<file path="src/rtl/id_frame_tx.sv">
// Repeating 5-byte identity frame transmitter (header, station, rack/slot, status, xor checksum).
// UART-style 8N1 bytes on an idle-high line, with an idle gap between frames.
module id_frame_tx #(
  parameter logic [15:0] BIT_DIV  = 16'd50,
  parameter logic [7:0]  GAP_BITS = 8'd20,
  parameter logic [7:0]  HEADER   = 8'hA5
) (
  input  logic       clk,
  input  logic       rst_n,
  input  logic [6:0] i_station_id,
  input  logic [2:0] i_rack_id,
  input  logic [3:0] i_slot_id,
  input  logic       i_id_done,
  input  logic       i_id_error,
  input  logic       i_tx_en,
  output logic       o_tx,
  output logic       o_busy,
  output logic       o_frame_done,
  output logic [7:0] o_frame_cnt
);

  // state | meaning
  // IDLE  | line high, waiting for i_tx_en
  // START | start bit (0) of the current byte
  // DATA  | 8 data bits, LSB first
  // STOP  | stop bit (1); after byte 4 the frame is complete
  // GAP   | idle-high spacing of GAP_BITS bit periods before the next frame
  typedef enum logic [2:0] {S_IDLE, S_START, S_DATA, S_STOP, S_GAP} state_t;

  state_t      state, state_d;
  logic [15:0] bit_tmr, bit_tmr_d;
  logic [7:0]  gap_cnt, gap_cnt_d;
  logic [2:0]  byte_idx, byte_idx_d;
  logic [2:0]  bit_idx, bit_idx_d, bit_idx_nxt;
  logic [6:0]  snap_station, snap_station_d;
  logic [2:0]  snap_rack, snap_rack_d;
  logic [3:0]  snap_slot, snap_slot_d;
  logic        snap_done, snap_done_d;
  logic        snap_err, snap_err_d;
  logic        tx_d, busy_d, frame_done_d;
  logic [7:0]  frame_cnt_d;
  logic [7:0]  b1, b2, b3, b4, cur_byte;
  logic        bit_end;

  assign b1          = {1'b0, snap_station};
  assign b2          = {1'b0, snap_rack, snap_slot};
  assign b3          = {6'b0, snap_err, snap_done};
  assign b4          = b1 ^ b2 ^ b3;
  assign bit_end     = (bit_tmr == BIT_DIV - 16'd1);
  assign bit_idx_nxt = bit_idx + 3'd1;

  always_comb begin
    case (byte_idx)
      3'd0:    cur_byte = HEADER;
      3'd1:    cur_byte = b1;
      3'd2:    cur_byte = b2;
      3'd3:    cur_byte = b3;
      default: cur_byte = b4;
    endcase
  end

  always_comb begin
    state_d        = state;
    bit_tmr_d      = bit_tmr;
    gap_cnt_d      = gap_cnt;
    byte_idx_d     = byte_idx;
    bit_idx_d      = bit_idx;
    snap_station_d = snap_station;
    snap_rack_d    = snap_rack;
    snap_slot_d    = snap_slot;
    snap_done_d    = snap_done;
    snap_err_d     = snap_err;
    tx_d           = o_tx;
    busy_d         = o_busy;
    frame_done_d   = 1'b0;
    frame_cnt_d    = o_frame_cnt;
    case (state)
      S_IDLE: begin
        tx_d   = 1'b1;
        busy_d = 1'b0;
        if (i_tx_en) begin
          snap_station_d = i_station_id;
          snap_rack_d    = i_rack_id;
          snap_slot_d    = i_slot_id;
          snap_done_d    = i_id_done;
          snap_err_d     = i_id_error;
          byte_idx_d     = 3'd0;
          bit_tmr_d      = 16'd0;
          busy_d         = 1'b1;
          tx_d           = 1'b0;
          state_d        = S_START;
        end
      end
      S_START: begin
        if (bit_end) begin
          bit_tmr_d = 16'd0;
          bit_idx_d = 3'd0;
          tx_d      = cur_byte[0];
          state_d   = S_DATA;
        end else begin
          bit_tmr_d = bit_tmr + 16'd1;
        end
      end
      S_DATA: begin
        if (bit_end) begin
          bit_tmr_d = 16'd0;
          if (bit_idx == 3'd7) begin
            tx_d    = 1'b1;
            state_d = S_STOP;
          end else begin
            bit_idx_d = bit_idx_nxt;
            tx_d      = cur_byte[bit_idx_nxt];
          end
        end else begin
          bit_tmr_d = bit_tmr + 16'd1;
        end
      end
      S_STOP: begin
        if (bit_end) begin
          bit_tmr_d = 16'd0;
          if (byte_idx == 3'd4) begin
            gap_cnt_d    = 8'd0;
            frame_done_d = 1'b1;
            frame_cnt_d  = o_frame_cnt + 8'd1;
            tx_d         = 1'b1;
            state_d      = S_GAP;
          end else begin
            byte_idx_d = byte_idx + 3'd1;
            tx_d       = 1'b0;
            state_d    = S_START;
          end
        end else begin
          bit_tmr_d = bit_tmr + 16'd1;
        end
      end
      S_GAP: begin
        tx_d = 1'b1;
        if (bit_end) begin
          bit_tmr_d = 16'd0;
          if (gap_cnt == GAP_BITS - 8'd1) begin
            gap_cnt_d = 8'd0;
            busy_d    = 1'b0;
            state_d   = S_IDLE;
          end else begin
            gap_cnt_d = gap_cnt + 8'd1;
          end
        end else begin
          bit_tmr_d = bit_tmr + 16'd1;
        end
      end
      default: begin
        tx_d    = 1'b1;
        busy_d  = 1'b0;
        state_d = S_IDLE;
      end
    endcase
  end

  // Every output is registered, so reset drives the line high without waiting for a clock.
  always_ff @(posedge clk or negedge rst_n) begin
    if (!rst_n) begin
      state        <= S_IDLE;
      bit_tmr      <= 16'd0;
      gap_cnt      <= 8'd0;
      byte_idx     <= 3'd0;
      bit_idx      <= 3'd0;
      snap_station <= 7'd0;
      snap_rack    <= 3'd0;
      snap_slot    <= 4'd0;
      snap_done    <= 1'b0;
      snap_err     <= 1'b0;
      o_tx         <= 1'b1;
      o_busy       <= 1'b0;
      o_frame_done <= 1'b0;
      o_frame_cnt  <= 8'd0;
    end else begin
      state        <= state_d;
      bit_tmr      <= bit_tmr_d;
      gap_cnt      <= gap_cnt_d;
      byte_idx     <= byte_idx_d;
      bit_idx      <= bit_idx_d;
      snap_station <= snap_station_d;
      snap_rack    <= snap_rack_d;
      snap_slot    <= snap_slot_d;
      snap_done    <= snap_done_d;
      snap_err     <= snap_err_d;
      o_tx         <= tx_d;
      o_busy       <= busy_d;
      o_frame_done <= frame_done_d;
      o_frame_cnt  <= frame_cnt_d;
    end
  end

endmodule

</file>
<file path="config.mk">
export PLATFORM = sky130hd
export DESIGN_NAME = id_frame_tx
export DESIGN_NICKNAME = d
export VERILOG_FILES = /design/src/rtl/id_frame_tx.sv
export SDC_FILE = /design/constraint.sdc
export NUM_CORES = 1
export LEC_CHECK = 0
export CAP_MARGIN = 5
export CORE_ASPECT_RATIO = 0.8
export CORE_MARGIN = 5
export CORE_UTILIZATION = 26
export CTS_CLUSTER_DIAMETER = 50
export CTS_CLUSTER_SIZE = 30
export DETAILED_ROUTE_END_ITERATION = 7
export DONT_BUFFER_PORTS = 1
export GPL_TIMING_DRIVEN = 0
export HOLD_SLACK_MARGIN = 0.12
export PLACE_DENSITY_LB_ADDON = 0.2
export SKIP_LAST_GASP = 1
export SYNTH_ARGS = -nofsm -noshare
export SYNTH_HDL_FRONTEND = slang
export SYNTH_SLANG_ARGS = --single-unit
export TNS_END_PERCENT = 5
</file>
<file path="constraint.sdc">
create_clock -name clk -period 2.3 [get_ports clk]
set_input_delay 0.23 -clock clk [delete_from_list [all_inputs] [get_ports clk]]
set_output_delay 0.23 -clock clk [all_outputs]
set_load 0.1 [all_outputs]
</file>
# Word-level counts from Yosys, hierarchy flattened
# Index checks and enable logic that the tools add are counted.
[word_totals]
reg_bits = 60
in_bits = 19
out_inout_bits = 11
elab_cells = 102
[op_classes]
add_sub_neg = 5
magnitude_cmp = 1
eq_ne = 21
muxes = 41
bitwise = 3
n_reduce_logical = 17
[ops]
columns = ["operator", "count"]
rows = [
  ["$mux W3", 14],
  ["$mux W16", 2],
  ["$mux W8", 4],
  ["$pmux W16 S2", 1],
  ["$pmux W8 S4", 1],
  ["$ne A2 B2 Y1 const B", 10],
  ["$add A16 B1 Y16 const B", 1],
  ["$add A8 B1 Y8 const B", 2],
  ["$eq A16 B6 Y1 const B", 1],
  ["$pmux W8 S2", 1],
  ["$pmux W3 S5", 1],
  ["$eq A3 B2 Y1 const B", 4],
  ["$mux W1", 12],
  ["$pmux W3 S2", 2],
  ["$reduce_and A4 Y1", 3],
  ["$eq A3 B3 Y1 const B", 3],
  ["$reduce_and A3 Y1", 3],
  ["$eq A8 B5 Y1 const B", 1],
  ["$reduce_bool A2 Y1", 4],
  ["$reduce_and A7 Y1", 1],
  ["$xor A7 B2 Y7", 1],
  ["$xor A7 B7 Y7", 1],
  ["$add A3 B1 Y3 const B", 2],
  ["$eq A3 B1 Y1 const B", 2],
  ["other kinds (9)", 11],
]

# Logic depth before layout (Yosys ltp)
[logic_depth]
depth_word = 8
ltp_mapped = 10
ltp_nobuf = 8

# Worst setup path after synthesis
# OpenSTA, ideal clock, no wires.
[synth_path]
path_type = "register to register"
startpoint = "register byte_idx[2]"
endpoint = "register o_tx"
arrival_time_ns = 1.850
required_time_ns = 2.227
setup_slack_ns = 0.377
stages_incl_launch_ff = 11
path_buffers = 2
synth_period_minus_slack_ns = 1.923
path_cell_list = "dfrtp_1 -> buf_2 -> buf_4 -> inv_1 -> ha_1 -> a22oi_1 -> a22oi_1 -> a21oi_1 -> a2111oi_0 -> a2111oi_0 -> a21oi_1"
[synth_between]
elab_chain_len = 7
[synth_rtl]
columns = ["item", "line", "source"]
rows = [
  ["from (decl)", "33", "logic [2:0] byte_idx, byte_idx_d;"],
  ["from (signal assigned)", "180", "byte_idx <= byte_idx_d;"],
  ["$eq A3 B2 Y1, or another cell as far along", "53", "case (byte_idx)"],
  ["$pmux W8 S4", "53", ""],
  ["$bmux W1 S3", "112", "tx_d = cur_byte[bit_idx_nxt];"],
  ["$mux W1 (implied by the code)", "112", ""],
  ["$mux W1", "107", "if (bit_idx == 3'd7) begin"],
  ["$mux W1", "105", "if (bit_end) begin"],
  ["$pmux W1 S4 (*)", "77", "case (state)"],
  ["to (signal assigned)", "187", "o_tx <= tx_d;"],
  ["to (decl)", "16", "output logic o_tx,"],
]
# Every way passes the cells marked *; elsewhere a longest branch is shown, timed or not. The select of a mux whose other input is x is not followed.
# A chain may end at the register's enable or synchronous reset.

# Worst setup path after layout
[layout_path]
startpoint = "register state[0]"
endpoint = "register snap_rack[0]"
[layout_between]
elab_chain_len = 2
[layout_rtl]
columns = ["item", "line", "source"]
rows = [
  ["from (decl)", "30", "state_t state, state_d;"],
  ["from (signal assigned)", "177", "state <= state_d;"],
  ["$logic_not A3 Y1", "77", ""],
  ["$reduce_and A2 Y1 (no line)", "-", ""],
  ["to (signal assigned)", "183", "snap_rack <= snap_rack_d;"],
  ["to (decl)", "36", "logic [2:0] snap_rack, snap_rack_d;"],
]
# No other way between the ends.

==> flow_summary.json <==
{
  "timing.fmax_ghz": 0.465,
  "clockPowerShare": 0.528,
  "switching_power_uw": 510,
  "yosysMostFrequentCell": "dfrtp_1",
  "ys_top_cells_by_area": "dfrtp_1 (43%), nand2_1 (4.0%), ha_1 (4.0%)",
  "synth_edf_count": 0,
  "synthCells": 357,
  "synth_top_area_frac": 0.427,
  "dp_cells": 532,
  "wl_met2_um": 3470,
  "grt_pass1_wl_um": 13900,
  "pin_count": 30,
  "fin_cells": 573,
  "via_per_inst": 4.72,
  "slew_viol_final": 0,
  "rsz0062_at_grt": "true",
  "grt_max_degree": 61,
  "rr_endpoint": "snap_rack[0]$_DFFE_PN0P_",
  "clk_latency_ps": 320,
  "antenna_found_initial": 0,
  "hold_violations": 0,
  "synth.distinct_cells": 62,
  "power_mw": 2.51,
  "hpwl_um": 5590,
  "topRoutingLayerUsed": "met4",
  "syn-num-nets": 387,
  "ys_seq_elements": 60,
  "syn_avg_cell_area_um2": 9.68,
  "start_util": 0.267,
  "hp-start": "i_tx_en",
  "fillers": 1340,
  "vias": 2707,
  "clkSinkCount": 60,
  "crit_path_frequent_cell": "buf_2",
  "firstDrtPassIters": 4,
  "critPathLaunchType": "flip-flop",
  "hold_slack_ps": 270,
  "cts_buffers": 9,
  "reg2regPathDepth": 6,
  "routedWlPerCell_um": 14.3,
  "wl_met3_um": 405,
  "worst_slew_pin_slew_ps": 1050,
  "cts_tree": "done",
  "r2r_slack_ps": 150,
  "yosysTopAreaCell": "dfrtp_1",
  "die_area_um2": 15700,
  "yosys_most_used_dff": "dfrtp_1",
  "drv_cap": 0,
  "die_y_um": 113,
  "grt_pass1_vias": 2745,
  "finalCriticalPeriod_ps": 2150,
  "synth_common_cells": "dfrtp_1 (59), nand2_1 (37), nor2_1 (36)",
  "p_leak_nw": 1.86,
  "die_w_um": 139,
  "clock_skew_ps": 6.49,
  "comb_power_share": 0.040,
  "setup_viol": 0,
  "area_delta_synth_final_pct": 24.4,
  "dp_slack_ps": -18.2,
  "whs_endpoint": "state[0]$_DFFE_PN0P_",
  "fin_crit_sh": 0.935,
  "crit_chain": "buf_2 > or2_2 > buf_2 > nor3b_4 > buf_4 > mux2_2",
  "required_ps": 2510,
  "rows": 37,
  "layout-drive-gt1-share": 0.188,
  "root_buffer": "clkbuf_16",
  "critPathArrivalTime_ps": 2360,
  "met1_length_um": 4180,
  "crit_fanout": 10,
  "core_um2": 13000,
  "async_flop_share": 1.00,
  "yosysWarnings": 0,
  "setup_ws_ps": 151,
  "ant_nets": 0,
  "grt_overflow": 0,
  "power.density_nw_per_um2": 584,
  "drc_errors": 0,
  "gp_congestion": 0.806,
  "p_int_mw": 2.00,
  "htreeDepth": 3,
  "n_antenna_cell": 0,
  "endpoint_kind": "flip-flop",
  "grt_usage": 0.108,
  "worst-setup-path-type": "flip-flop to flip-flop",
  "timing.rr.start": "state[0]$_DFFE_PN0P_",
  "drt-total-wl_um": 8180,
  "critPathMaxStageDelay_ps": 380,
  "ir_worst_vdd_v": 0.000386,
  "cts_buffer_depth": 2,
  "switching_share": 0.203,
  "holdPathStages": 3,
  "maxSlewHeadroom": 0.297,
  "syn_area_um2": 3460,
  "drtIter0Drc": 164,
  "status": "finished clean",
  "holdCritPathClass": "primary input to flip-flop",
  "io_buffers": 0,
  "seqPwrFrac": 0.432,
  "clk_pin_slew_worst_paths_ps": 50,
  "cpMaxStageDelayCell": "nor3b_4",
  "nets": 423,
  "yosysSeqAreaShare": 0.435
}
==> worst max path at each step <==
stage / start / endpoint / slack (ps)
floorplan: byte_idx[2]$_DFFE_PN0P_ / o_tx$_DFFE_PN1P_ / 380
global route: byte_idx[1]$_DFFE_PN0P_ / o_tx$_DFFE_PN1P_ / -40
CTS: byte_idx[2]$_DFFE_PN0P_ / o_tx$_DFFE_PN1P_ / 40
global placement: byte_idx[2]$_DFFE_PN0P_ / o_tx$_DFFE_PN1P_ / -40
finish: state[0]$_DFFE_PN0P_ / snap_rack[0]$_DFFE_PN0P_ / 150
detailed placement: byte_idx[2]$_DFFE_PN0P_ / o_tx$_DFFE_PN1P_ / -20
==> registers in the layout, summed over array words and instances, names as in the netlist <==
name          cells
snap_rack         3
o_frame_cnt       8
snap_err          1
state             3
o_busy            1
gap_cnt           8
snap_slot         4
bit_tmr          16
bit_idx           3
byte_idx          3
snap_done         1
o_tx              1
snap_station      7
o_frame_done      1
==> worst max-delay path: cells and delay by family (launching register included) <==
kind                   cells  cell delay, ps
multiplexers               1             350
buffers and inverters      3             630
flip-flops                 1             360
AND/OR/NAND/NOR            2             680
==> placed cells by master (no fill, tap or decap), types with 9 or more instances in the layout <==
cell type,netlist,layout
a21oi_1,16,16
buf_4,3,9
clkbuf_16,0,9
dfrtp_1,59,59
dlygate4sd3_1,0,17
inv_1,13,12
mux2_2,12,12
nand2_1,37,37
nand3_1,12,12
nor2_1,36,36
o21ai_0,27,26
xnor2_1,13,13
xor2_1,11,11
==> power by group through the flow <==
stage	Combinational, mW	Sequential (mW)	Clock, mW
floorplan	0.0388	1.10	0
global placement	0.0454	1.10	0
detailed placement	0.0456	1.10	0
CTS	0.0993	1.09	1.37
global route	0.113	1.09	1.42
finish	0.100	1.09	1.33
==> through the flow <==
step | util | cell area, um2 | TNS (ps)
3_5_place_dp | 0.284 | 3680 | -18.2
3_3_place_gp | 0.284 | 3680 | -36.7
4_1_cts | 0.323 | 4180 | 0
2_1_floorplan | - | 3460 | 0
5_1_grt | 0.332 | 4300 | -55.0
6_report | 0.332 | 4300 | 0
==> metal layers <==
layer | GRT usage | vias up
met4 | 0.0359 | 0
met2 | 0.156 | 48
met1 | 0.154 | 1298
met3 | 0.0342 | 11
li1 | - | 1350
met5 | 0 | -
==> timing repair <==
item,in CTS,in global routing
hold buffers,18,0
pin swaps,1,9
buffers inserted,0,7
setup endpoints to repair,1,3
resized for setup,2,19
hold endpoints to repair,76,0
==> cells by family (layout without fill, tap and decap cells) <==
| family | after synthesis | in the layout | share of synthesized area |
|---|---|---|---|
| mux | 13 | 13 | 0.0456 |
| compound gates | 80 | 80 | 0.151 |
| xor+xnor | 25 | 25 | 0.0673 |
| simple gates | 140 | 140 | 0.223 |
| flops | 60 | 60 | 0.435 |
| buf+inv | 28 | 69 | 0.0387 |
| fa+ha+maj | 11 | 11 | 0.0398 |
==> cell type report <==
class,instances,area (um2),share of cell area
flip-flops and latches,60,1500,0.349
plain buffers,15,95.1,0.0221
multi-input cells,269,1880,0.438
inverters,13,48.8,0.0113
well taps,175,219,0.0509
clock buffers,16,302,0.0701
repair buffers,25,250,0.0582
Power figures use the tool's default switching activity.
